<file path="src/rtl/qspi_flash_sequencer.sv">
// Frame-level QSPI command sequencer: opcode, 24-bit address, dummy and data bytes fed one at a time to a byte engine.
// Optional write-enable pre-frame when QSPI_SEQ_WREN_EN is defined.
module qspi_flash_sequencer #(
  parameter int         LEN_W       = 9,
  parameter logic [7:0] RD_OPCODE   = 8'h6B,
  parameter logic [7:0] PG_OPCODE   = 8'h32,
  parameter int         DUMMY_BYTES = 1
) (
  input  logic             clk,
  input  logic             rst_n,
  input  logic             req_valid,
  output logic             req_ready,
  input  logic             req_op,
  input  logic [23:0]      req_addr,
  input  logic [LEN_W-1:0] req_len,
  input  logic [7:0]       wr_data,
  input  logic             wr_valid,
  output logic             wr_ready,
  output logic [7:0]       rd_data,
  output logic             rd_valid,
  input  logic             rd_ready,
  output logic             done,
  output logic             cs_hold,
  output logic [7:0]       eng_data,
  output logic             eng_rw,
  output logic [1:0]       eng_width,
  output logic             eng_valid,
  input  logic             eng_ready,
  input  logic [7:0]       eng_rdata,
  input  logic             eng_rvalid,
  output logic             eng_rready,
  output logic [2:0]       dbg_state
);

  // Handshakes: a transfer happens on a rising clk edge where valid and ready are both 1;
  // the valid side holds its payload stable until that edge.

  localparam int CNT_W = (LEN_W < 2) ? 2 : LEN_W;

  typedef enum logic [2:0] {
    S_IDLE  = 3'd0,
    S_CMD   = 3'd1,
    S_ADDR  = 3'd2,
    S_DUMMY = 3'd3,
    S_DATA  = 3'd4,
`ifdef QSPI_SEQ_WREN_EN
    S_WREN  = 3'd6,
    S_GAP   = 3'd7,
`endif
    S_FIN   = 3'd5
  } state_t;

  state_t           state, state_next;
  state_t           post_addr, post_dummy;
  logic             op_q;
  logic [23:0]      addr_q;
  logic [LEN_W-1:0] len_q;
  logic [CNT_W-1:0] cnt;
  logic             issued;
  logic             issue_fire;
  logic             cpl_fire;

  // One byte outstanding: issued marks the window between engine accept and completion.
  assign issue_fire = eng_valid & eng_ready;
  assign cpl_fire   = issued & eng_rvalid & eng_rready;
  assign dbg_state  = state;

  assign post_dummy = (len_q == '0) ? S_FIN : S_DATA;
  assign post_addr  = (!op_q && DUMMY_BYTES > 0) ? S_DUMMY : post_dummy;

  always_ff @(posedge clk or negedge rst_n) begin
    if (!rst_n) begin
      state  <= S_IDLE;
      op_q   <= 1'b0;
      addr_q <= '0;
      len_q  <= '0;
      cnt    <= '0;
      issued <= 1'b0;
    end else begin
      state <= state_next;
      if (state == S_IDLE && req_valid) begin
        op_q   <= req_op;
        addr_q <= req_addr;
        len_q  <= req_len;
      end
      if (issue_fire) begin
        issued <= 1'b1;
      end else if (cpl_fire) begin
        issued <= 1'b0;
      end
      if (state_next != state) begin
        cnt <= '0;
      end else if (cpl_fire) begin
        cnt <= cnt + CNT_W'(1);
`ifdef QSPI_SEQ_WREN_EN
      end else if (state == S_GAP) begin
        cnt <= cnt + CNT_W'(1);
`endif
      end
    end
  end

  always_comb begin
    state_next = state;
    case (state)
      S_IDLE: begin
        if (req_valid) begin
`ifdef QSPI_SEQ_WREN_EN
          state_next = req_op ? S_WREN : S_CMD;
`else
          state_next = S_CMD;
`endif
        end
      end
`ifdef QSPI_SEQ_WREN_EN
      S_WREN:  if (cpl_fire) state_next = S_GAP;
      S_GAP:   if (cnt == CNT_W'(1)) state_next = S_CMD;
`endif
      S_CMD:   if (cpl_fire) state_next = S_ADDR;
      S_ADDR:  if (cpl_fire && cnt == CNT_W'(2)) state_next = post_addr;
      S_DUMMY: if (cpl_fire && cnt == CNT_W'(DUMMY_BYTES - 1)) state_next = post_dummy;
      S_DATA:  if (cpl_fire && (cnt + CNT_W'(1)) == CNT_W'(len_q)) state_next = S_FIN;
      S_FIN:   state_next = S_IDLE;
      default: state_next = S_IDLE;
    endcase
  end

  always_comb begin
    req_ready  = 1'b0;
    wr_ready   = 1'b0;
    rd_data    = 8'h00;
    rd_valid   = 1'b0;
    done       = 1'b0;
    cs_hold    = 1'b0;
    eng_data   = 8'h00;
    eng_rw     = 1'b0;
    eng_width  = 2'b00;
    eng_valid  = 1'b0;
    eng_rready = (state != S_IDLE);
    case (state)
      S_IDLE: req_ready = 1'b1;
`ifdef QSPI_SEQ_WREN_EN
      S_WREN: begin
        cs_hold   = 1'b1;
        eng_valid = !issued;
        eng_rw    = 1'b1;
        eng_data  = 8'h06;
      end
`endif
      S_CMD: begin
        cs_hold   = 1'b1;
        eng_valid = !issued;
        eng_rw    = 1'b1;
        eng_data  = op_q ? PG_OPCODE : RD_OPCODE;
      end
      S_ADDR: begin
        cs_hold   = 1'b1;
        eng_valid = !issued;
        eng_rw    = 1'b1;
        case (cnt[1:0])
          2'd0:    eng_data = addr_q[23:16];
          2'd1:    eng_data = addr_q[15:8];
          default: eng_data = addr_q[7:0];
        endcase
      end
      S_DUMMY: begin
        cs_hold   = 1'b1;
        eng_valid = !issued;
        eng_width = 2'b10;
      end
      S_DATA: begin
        cs_hold   = 1'b1;
        eng_width = 2'b10;
        if (op_q) begin
          eng_valid = wr_valid & !issued;
          eng_rw    = 1'b1;
          eng_data  = wr_data;
          wr_ready  = eng_ready & !issued;
        end else begin
          // Host backpressure flows straight through to the engine completion.
          eng_valid  = !issued;
          rd_data    = eng_rdata;
          rd_valid   = eng_rvalid;
          eng_rready = rd_ready;
        end
      end
      S_FIN: done = 1'b1;
      default: ;
    endcase
  end

endmodule
</file>
<file path="config.mk">
export PLATFORM = sky130hd
export DESIGN_NAME = qspi_flash_sequencer
export DESIGN_NICKNAME = d
export VERILOG_FILES = /design/src/rtl/qspi_flash_sequencer.sv
export SDC_FILE = /design/constraint.sdc
export NUM_CORES = 1
export LEC_CHECK = 0
export ABC_AREA = 1
export CORE_MARGIN = 2
export CORE_UTILIZATION = 43
export DETAILED_ROUTE_END_ITERATION = 12
export PLACE_DENSITY = 0.77
export SKIP_CTS_REPAIR_TIMING = 1
export SYNTH_ARGS = -nofsm -noshare
export SYNTH_HDL_FRONTEND = slang
export SYNTH_SLANG_ARGS = --single-unit
</file>
<file path="constraint.sdc">
create_clock -name clk -period 1.8 [get_ports clk]
set_clock_uncertainty 0.15 [all_clocks]
set_input_delay 0.18 -clock clk [delete_from_list [all_inputs] [get_ports clk]]
set_output_delay 0.18 -clock clk [all_outputs]
set_load 0.1 [all_outputs]
</file>
* Word-level counts from Yosys, hierarchy flattened
Cells that the tools add are included.
** Cells by class
- Equality and inequality tests :: 9
- Reduce and logical (&&, ||, !) cells :: 16
- Bitwise logic cells :: 5
- Muxes and demuxes :: 32
- Add/sub/neg operators :: 1
** Operators by type and width (number)
- 8-bit two-way mux :: 3
- 8-bit one-hot mux with 3 select lines :: 1
- 9-bit logical NOT :: 2
- 3-bit two-way mux :: 6
- 9-bit two-way mux :: 2
- 8-bit one-hot mux with 2 select lines :: 1
- 3-bit one-hot mux with 5 select lines :: 1
- 1-bit two-way mux :: 14
- 9-bit by 1-bit adder with 9-bit output, second input constant :: 1
- 9-bit by 2-bit == test with 1-bit output, second input constant :: 1
- 9-bit == test :: 1
- 7-bit two-way mux :: 1
- 3-bit by 2-bit == test with 1-bit output, second input constant :: 2
- 3-bit == test, second input constant :: 2
- 1-bit bitwise AND :: 5
- 1-bit logical AND :: 4
- 1-bit one-hot mux with 2 select lines :: 2
- 2-bit nonzero test :: 2
- 2-bit OR reduction :: 2
- 4-bit OR reduction :: 1
- 3-bit by 1-bit == test with 1-bit output, second input constant :: 1
- 3-bit logical NOT :: 1
- 3-bit != test :: 1
- 3-bit nonzero test :: 1
- 5 further kinds :: 5
** Storage, ports and cells
- Output and inout port bits :: 29
- Flip-flop bits (word level) :: 47

* Logic depth before layout (Yosys ltp)
Gate-level depths: netlist of the first run.
- Word-level depth :: 9
- Depth in mapped cells :: 14
- Depth with buffers taken out :: 14

* Worst setup path before layout of the first run
OpenSTA, ideal clock, no wires.
- Kind :: flip-flop to output port
- Start point :: register state[0] (netlist: dbg_state[0])
- End point :: output eng_data[4]
- Arrival time :: 3812 ps
- Required time :: 1470 ps
- Cell stages (with the launch flop) :: 7
- Setup slack :: -2342 ps
- Cell sequence :: dfrtp_1 > inv_1 > nor2_1 > inv_1 > nor2_1 > inv_1 > o21ai_0
** On the way
- Cells in the longest elaborated chain, start to end :: 2
- Elaborated cells between the ends (all ways) :: 4
** Ends and longest elaborated chain
- from (decl) :: line 53 : state_t state, state_next;
- from (signal assigned) :: line 80 : state <= state_next;
- 3-bit == test (tied with other cells) :: line 140 : case (state)
- 8-bit one-hot mux with 3 select lines (*) :: line 140
- to (decl) :: line 24 : output logic [7:0] eng_data,
Mark *: on every way between the ends. The rest lies on a longest branch, timed or not.

* Worst setup path in the final report of the first run
- Start point :: register state[2] (netlist: dbg_state[2])
- End point :: output eng_data[4]
Same word-level chain as after synthesis.

==> results.yml, run 1 <==
outcome:
  status: "finished with violations"
  failed_checks: "negative setup slack"
place:
  gp_congestion: 0.908
  hpwlAfterDp_um: 6370
  place_inst: 557
  portBuffers: 84
cells_and_area:
  final_util_pct: 81.0
  fin_nets: 572
  layout_common_cells: "74 x nand2_1, 55 x clkdlybuf4s50_1, 47 x buf_4"
  layout.cells.non_filler: 589
  area_growth_pct: 81.3
  mostFrequentLayoutCell: "nand2_1"
  drive_gt1_share_pct: 41.8
  n_antenna_cell: 0
power_and_ir_drop:
  peakVddDrop_mv: 1.88
  p_sw_mw: 4.78
  seq_power_share_pct: 20.3
  swShare_pct: 49.9
  power_density_nw_per_um2: 1850
  pwr-share-clk_pct: 9.9
  p_int_mw: 4.80
  p_leak_nw: 2.35
  pwr-share-comb_pct: 69.8
  power_mw: 9.58
worst_setup_path:
  regToRegSetupSlack_ns: -0.40
  critPathTopFamily: "buffers and inverters"
  cp.required_ns: 1.47
  cp_slowest_stage_delay_ns: 0.54
  path_buf_inv: 4
  path_common_cell: "inv_1"
  cp.arrival_ns: 1.92
  end_kind: "output pin"
  start_kind: "flop"
  cp_max_fo: 7
  path_cells: "nor2_1 -> inv_1 -> nor2_2 -> buf_4 -> inv_1 -> o21ai_2 -> buf_12"
  cp_slowest_cell: "dfrtp_4"
  worstSetupPathType: "flop to output pin"
grt:
  antenna_found_initial: 0
  grt_pass1_vias: 3095
  track_usage_pct: 24.4
  met2_usage_pct: 42.5
  grt_max_degree: 43
  grtUsageMet3_pct: 4.47
  grt.busiest_layer: "met2"
  use_met1_pct: 31.0
  grt_pass1_wl_um: 14600
  gr-total-overflow: 0
route:
  vias_per_cell: 5.48
  drc: 0
  drtIter0Drc: 208
  dr_total_vias: 3229
  wl_um: 10400
  dr.pass1.iters: 5
  wl_per_cell_um: 17.7
  ant_nets: 0
timing:
  slew_headroom_pct: 63.8
  holdWs_ns: 0.228
  drv_slew: 0
  rsz0062_at_grt: "yes"
  finalHoldViolations: 0
  tightestPinTransition_ns: 0.543
  max_freq_mhz: 444
  setup_viol: 36
  fin_ws_ns: -0.453
  post-route-period-util_pct: 125
  finalCriticalPeriod_ns: 2.25
synth:
  synth_top_family_by_area: "simple AND/OR/NAND/NOR gates"
  ys_ff_latch: 47
  syn_nets: 430
  syn_area_um2: 2850
  yosysTopAreaCell: "dfrtp_1"
  synthArstFlopShare_pct: 100
  yosys.area_share.simple_pct: 31.8
  synthMuxAreaShare_pct: 10.3
  synth-compound-area-share_pct: 6.93
  syn_avg_cell_area_um2: 7.73
  synth-adder-area-share_pct: 1.75
  synth_area_leaders: "dfrtp_1 41%, nand2_1 12%, mux2_2 10%"
  ys_warn_count: 0
  synth_top_area_share_pct: 41.2
  synth_xor_area_share_pct: 0.614
  ys_seq_area_share_pct: 41.2
  ys_types: 34
  synthFlopType: "dfrtp_1"
  synth_edf_count: 0
  syn_inst: 369
cts:
  cts_max_path_buffers: 2
  cts_root_buf: "clkbuf_8"
  cts_buffers: 5
  cts_tree: "built"
  h-tree-depth: 2
  insertion_delay_ns: 0.31
  clk_pin_slew_ns: 0.10
  clkSinkCount: 47
floorplanning:
  core_area_um2: 6390
  rows: 29
  io_pins: 86
  initial_core_util_pct: 44.7
  die-width_um: 85.5
  die_height_um: 85.5
  die_area_um2: 7300
hold_path:
  hp-class: "input pin to async pin"
job:
  maxCapViolations: 0
[area by class of cell]
class                           count  area (um2)
Multi-Input combinational cell    273        1880
Timing Repair Buffer              147        1700
Fill cell                         374        1210
Sequential cell                    47        1190
Inverter                           37         168
Tap cell                           77        96.3
Clock buffer                        5        68.8
Clock inverter                      3        67.6
[state kept, by name (all words and copies together) (netlist names)]
name	cells
len_q	9
dbg_state	3
issued	1
cnt	9
addr_q	24
op_q	1
[power groups by stage]
stage / clock, mW / sequential (mW) / combinational, mW
after floorplan: 0 / 2.00 / 3.62
after global routing: 1.01 / 2.00 / 7.02
after detailed placement: 0 / 1.90 / 5.77
final: 0.952 / 1.94 / 6.69
after CTS: 0.954 / 1.89 / 5.81
after global placement: 0 / 1.87 / 5.67
[stage by stage]
step                setup TNS, ns  worst slack (ns)  instance area (um2)
floorplan                  -24.27            -0.529                 3110
global placement            -2.06            -0.185                 4540
detailed placement          -3.65            -0.290                 4540
CTS                        -11.06            -0.551                 4670
global route               -14.05            -0.517                 5170
finish                     -10.95            -0.453                 5170
[cell families after synthesis]
group	after synthesis
xor gates and xnor gates	2
buffers and inverters	50
other	1
and+or+nand+nor	207
AOI/OAI and AO/OA	32
adders and majority gates	4
DFF	47
muxes	26
[synthesized netlist by cell type, types with 2 or more instances]
master / n
nor2_1: 48
buf_4: 2
nand2_4: 2
a22oi_1: 2
o21ai_0: 14
nand3_1: 44
buf_2: 4
nand4_1: 5
inv_1: 35
inv_2: 2
nand2_1: 91
mux2_2: 26
nand3b_1: 2
nand2_2: 2
clkbuf_1: 5
nor2_2: 6
nor3_1: 5
dfrtp_1: 47
a21oi_1: 8
a22o_1: 2
ha_1: 4
[layer usage]
layer	routed length, um	share of wire (%)
met1	3970	38
met2	5590	54
met3	569	5.5
met4	303	2.9
met5	0	0
[final timing paths]
check,endpoint,depth (start not counted),start
max in group asynchronous,len_q[0]$_DFFE_PN0P_,3,rst_n
setup / recovery,eng_data[4],7,dbg_state[2]$_DFF_PN0_
setup reg to reg,cnt[1]$_DFFE_PN0P_,14,cnt[1]$_DFFE_PN0P_
hold / removal,cnt[4]$_DFFE_PN0P_,2,rst_n
min in group clk,len_q[7]$_DFFE_PN0P_,3,req_len[7]
hold reg to reg,addr_q[8]$_DFFE_PN0P_,1,addr_q[8]$_DFFE_PN0P_
No activity file was read; power rests on OpenSTA's default activity.
==> inputs of run 2 (changes only) <==
- CORE_MARGIN: 2 -> 4
==> results.yml, run 2 (synthesis gave the netlist of run 1 again) <==
cts:
  cts_root_buf: "clkbuf_8"
  cts_max_path_buffers: 2
  clk_pin_slew_ns: 0.10
  cts_tree: "built"
  h-tree-depth: 2
  insertion_delay_ns: 0.31
  cts_buffers: 5
  clkSinkCount: 47
place:
  hpwlAfterDp_um: 6620
  dpl_worst_slack_ns: -0.312
  placed_cell_area_um2: 4580
  gp_congestion: 0.952
  portBuffers: 84
  place_inst: 564
floorplanning:
  initial_core_util_pct: 44.7
  die_area_um2: 8000
  io_pins: 86
  rows: 29
  die_height_um: 89.5
  core_area_um2: 6390
  die-width_um: 89.5
cells_and_area:
  layout_common_cells: "81 x nand2_1, 55 x clkdlybuf4s50_1, 50 x buf_4"
  area_growth_pct: 74.5
  fillerInstances: 409
  fin_nets: 567
  drive_gt1_share_pct: 39.3
  reg_top3: "addr_q (24), cnt (9), len_q (9)"
  final_util_pct: 77.9
  largest_reg_flops: 24
  top_register: "addr_q"
  layout.cells.non_filler: 584
  n_antenna_cell: 0
  design_area_um2: 4980
  mostFrequentLayoutCell: "nand2_1"
grt:
  antenna_found_initial: 0
  gr-total-overflow: 0
  grt_max_degree: 29
  grt_pass1_wl_um: 13800
  track_usage_pct: 22.0
  grt_pass1_vias: 3065
route:
  ant_nets: 0
  wl_per_cell_um: 15.5
  dr.pass1.iters: 4
  dr_total_vias: 3058
  vias_per_cell: 5.24
  drc: 0
  wl_um: 9080
  drtIter0Drc: 191
job:
  maxCapViolations: 0
power_and_ir_drop:
  power_density_nw_per_um2: 1790
  power_mw: 8.89
  p_leak_nw: 2.23
  peakVddDrop_mv: 1.43
worst_setup_path:
  rr_startpoint: "cnt[1]$_DFFE_PN0P_"
  reg2reg_depth: 16
  start_kind: "flop"
  cp_max_fo: 8
  worstSetupPathType: "flop to output pin"
  cp.arrival_ns: 1.90
  cp-startpoint: "cnt[1]$_DFFE_PN0P_"
  end_kind: "output pin"
  worstReg2RegEnd: "cnt[5]$_DFFE_PN0P_"
  regToRegSetupSlack_ns: -0.38
  cp.required_ns: 1.47
timing:
  slew_headroom_pct: 64.8
  post-route-period-util_pct: 124
  rsz0062_at_grt: "yes"
  tightestPinTransition_ns: 0.528
  drv_slew: 0
  fin_ws_ns: -0.425
  finalCriticalPeriod_ns: 2.23
  holdWs_ns: 0.227
  setup_tns_ns: -10.68
  finalHoldViolations: 0
  setup_viol: 33
  max_freq_mhz: 449
hold_path:
  hp-class: "input pin to async pin"
outcome:
  status: "finished with violations"
  failed_checks: "negative setup slack"
==> run 2: cell types whose count changed in the layout (fill, tap and decap cells not counted), sizes merged <==
cell and delta:
buf -5, bufinv -2, clkinvlp -1, inv +3
==> run 2: layout make-up <==
class                      instances  area [um2]  share of cell area [%]
multi-input combinational        273        1830                    36.7
inverter                          37         160                    3.22
timing repair buffer             142        1610                    32.4
clock buffer                       5        68.8                    1.38
tap                               77        96.3                    1.94
sequential                        47        1190                    23.9
clock inverter                     3        22.5                   0.452
==> run 2: worst max path at each step <==
stage | depth (start not counted) | endpoint
3_3_place_gp | 11 | cnt[0]$_DFFE_PN0P_
3_5_place_dp | 12 | cnt[4]$_DFFE_PN0P_
4_1_cts | 8 | eng_data[5]
2_1_floorplan | 7 | eng_rw
6_report | 9 | eng_data[5]
5_1_grt | 16 | cnt[5]$_DFFE_PN0P_
==> run 2: where the power goes <==
group,switching [mW],total [mW],internal [mW]
registers,0.359,1.91,1.55
logic,3.78,6.31,2.53
clock network,0.389,0.671,0.282
total,4.53,8.89,4.36
==> run 2: routing by layer <==
layer  share of wire, %  track usage [%]  up-vias
met3                6.9             3.96       21
met5                  0                0        -
met1                 39             27.2     1434
li1                   -                -     1480
met4                2.6             6.22        0
met2                 52             39.2      123
==> run 2: worst max-delay path, stage by stage, from the launching register on <==
cell and delay [ns]:
dfrtp_1 0.40, inv_1 0.16, buf_4 0.16, ha_4 0.14, inv_4 0.06, nand3_1 0.08
nand3_2 0.12, a22oi_2 0.21, nand2_2 0.09, buf_12 0.17
==> inputs of run 3 (changes only) <==
- CORE_UTILIZATION: 43 -> 51
- HOLD_SLACK_MARGIN: not set -> 0.12
- PLACE_DENSITY: 0.77 -> 0.86
- clock period: 1.8 -> 2.9 ns (I/O delays scaled with it)
==> results.yml, run 3 (synthesis gave the netlist of run 1 again) <==
cells_and_area:
  mostFrequentLayoutCell: "nand2_1"
  layout_common_cells: "90 x nand2_1, 55 x clkdlybuf4s50_1, 45 x dfrtp_1"
  fin_nets: 513
  multi_input_area_um2: 1530
  reg_top3: "addr_q (24), cnt (9), len_q (9)"
  largest_reg_flops: 24
  drive_gt1_share_pct: 22.3
  fillerInstances: 407
  area_growth_pct: 39.8
  seq_area_um2: 1180
  top_register: "addr_q"
  design_area_um2: 3990
  n_antenna_cell: 0
power_and_ir_drop:
  power_density_nw_per_um2: 1180
  peakVddDrop_mv: 1.09
  p_leak_nw: 1.84
job:
  maxCapViolations: 0
floorplanning:
  die_height_um: 82.8
  io_pins: 86
  die_area_um2: 6850
  initial_core_util_pct: 54.1
  core_area_um2: 5270
  die-width_um: 82.8
  rows: 26
worst_setup_path:
  start_kind: "flop"
  cp_slowest_cell: "nor2_1"
  worstSetupPathType: "flop to output pin"
  cp_max_fo: 8
  cp.required_ns: 2.46
  cp_slowest_stage_delay_ns: 0.45
  path_common_cell: "inv_1"
  path_cells: "inv_1 -> nand2_4 -> nor2_4 -> inv_1 -> nor2_1 -> inv_1 -> nand3b_1 -> buf_12"
  end_kind: "output pin"
  cp.arrival_ns: 2.20
cts:
  clk_pin_slew_ns: 0.09
  clkSinkCount: 47
  cts_root_buf: "clkbuf_8"
  h-tree-depth: 2
  cts_buffers: 5
  cts_max_path_buffers: 2
  insertion_delay_ns: 0.30
  cts_tree: "built"
route:
  dr_total_vias: 2742
  drc: 0
  dr.pass1.iters: 4
  wl_per_cell_um: 14.7
  wl_um: 7670
  ant_nets: 0
  vias_per_cell: 5.24
  drtIter0Drc: 153
grt:
  grt_max_degree: 43
  grt_pass1_vias: 2557
  grt_pass1_wl_um: 11900
  gr-total-overflow: 0
  track_usage_pct: 22.9
  antenna_found_initial: 0
timing:
  holdWs_ns: 0.363
  post-route-period-util_pct: 91.1
  drv_slew: 0
  finalCriticalPeriod_ns: 2.64
  max_freq_mhz: 378
  rsz0062_at_grt: "no"
  tightestPinTransition_ns: 0.750
  finalHoldViolations: 0
  setup_viol: 0
  slew_headroom_pct: 50.0
hold_path:
  hp-class: "flop to flop"
place:
  hpwlAfterDp_um: 5850
  gp_congestion: 0.876
  placed_cell_area_um2: 3850
  portBuffers: 84
outcome:
  status: "finished clean"
run 3: cell types whose count changed in the layout (fill, tap and decap cells not counted), moves of 7 or more:
cell and delta:
buf_4 -28, buf_12 -20, nor2_4 -14, nand2_1 +9
inv_1 +8, nand3_1 +7, nor2_1 +7, nor2_2 +7
run 3: report_power, final:
part	internal (mW)	total, mW	switching (mW)
clock network	0.284	0.521	0.237
logic	1.00	2.99	1.98
registers	0.954	1.19	0.231
total	2.24	4.69	2.45
run 3: worst max-delay path, delay by kind of cell (launching register included):
kind,cells,cell delay (ns)
simple gates,4,0.89
flops,1,0.42
buf+inv,4,0.59
run 3: cell type report:
cell class | instances | share of cell area (%)
Tap cell | 70 | 2.20
Timing Repair Buffer | 89 | 23.3
Clock buffer | 6 | 2.07
Sequential cell | 47 | 29.5
Multi-Input combinational cell | 272 | 38.4
Clock inverter | 2 | 0.972
Inverter | 37 | 3.48
run 3: routing by layer:
| layer | share of wire, % | wire length [um] | global-route usage (%) |
|---|---|---|---|
| met5 | 0 | 0 | 0 |
| met4 | 1.8 | 138 | 6.70 |
| met3 | 6.8 | 524 | 5.51 |
| met2 | 49 | 3770 | 38.1 |
| met1 | 42 | 3240 | 29.8 |
run 3: stage by stage:
stage | util, % | setup TNS, ns | power (mW) | worst slack, ns | cells
3_5_place_dp | 73.1 | 0 | 4.16 | 0.515 | 514
4_1_cts | 75.5 | 0 | 4.69 | 0.195 | 522
6_report | 75.7 | 0 | 4.69 | 0.257 | 523
3_3_place_gp | 73.1 | 0 | 4.12 | 0.498 | 514
5_1_grt | 75.7 | 0 | 4.97 | 0.141 | 523
2_1_floorplan | - | -3.82 | 3.33 | -0.168 | 369
run 3: worst paths after layout:
check	startpoint	end	slack [ns]	depth (start not counted)
setup reg to reg	dbg_state[1]$_DFF_PN0_	cnt[2]$_DFFE_PN0P_	0.62	11
min in group asynchronous	rst_n	cnt[3]$_DFFE_PN0P_	0.43	2
hold reg to reg	addr_q[19]$_DFFE_PN0P_	addr_q[19]$_DFFE_PN0P_	0.36	1
setup / recovery	dbg_state[0]$_DFF_PN0_	eng_rw	0.26	8
hold / removal	addr_q[19]$_DFFE_PN0P_	addr_q[19]$_DFFE_PN0P_	0.36	1
max in group asynchronous	rst_n	addr_q[17]$_DFFE_PN0P_	1.48	3
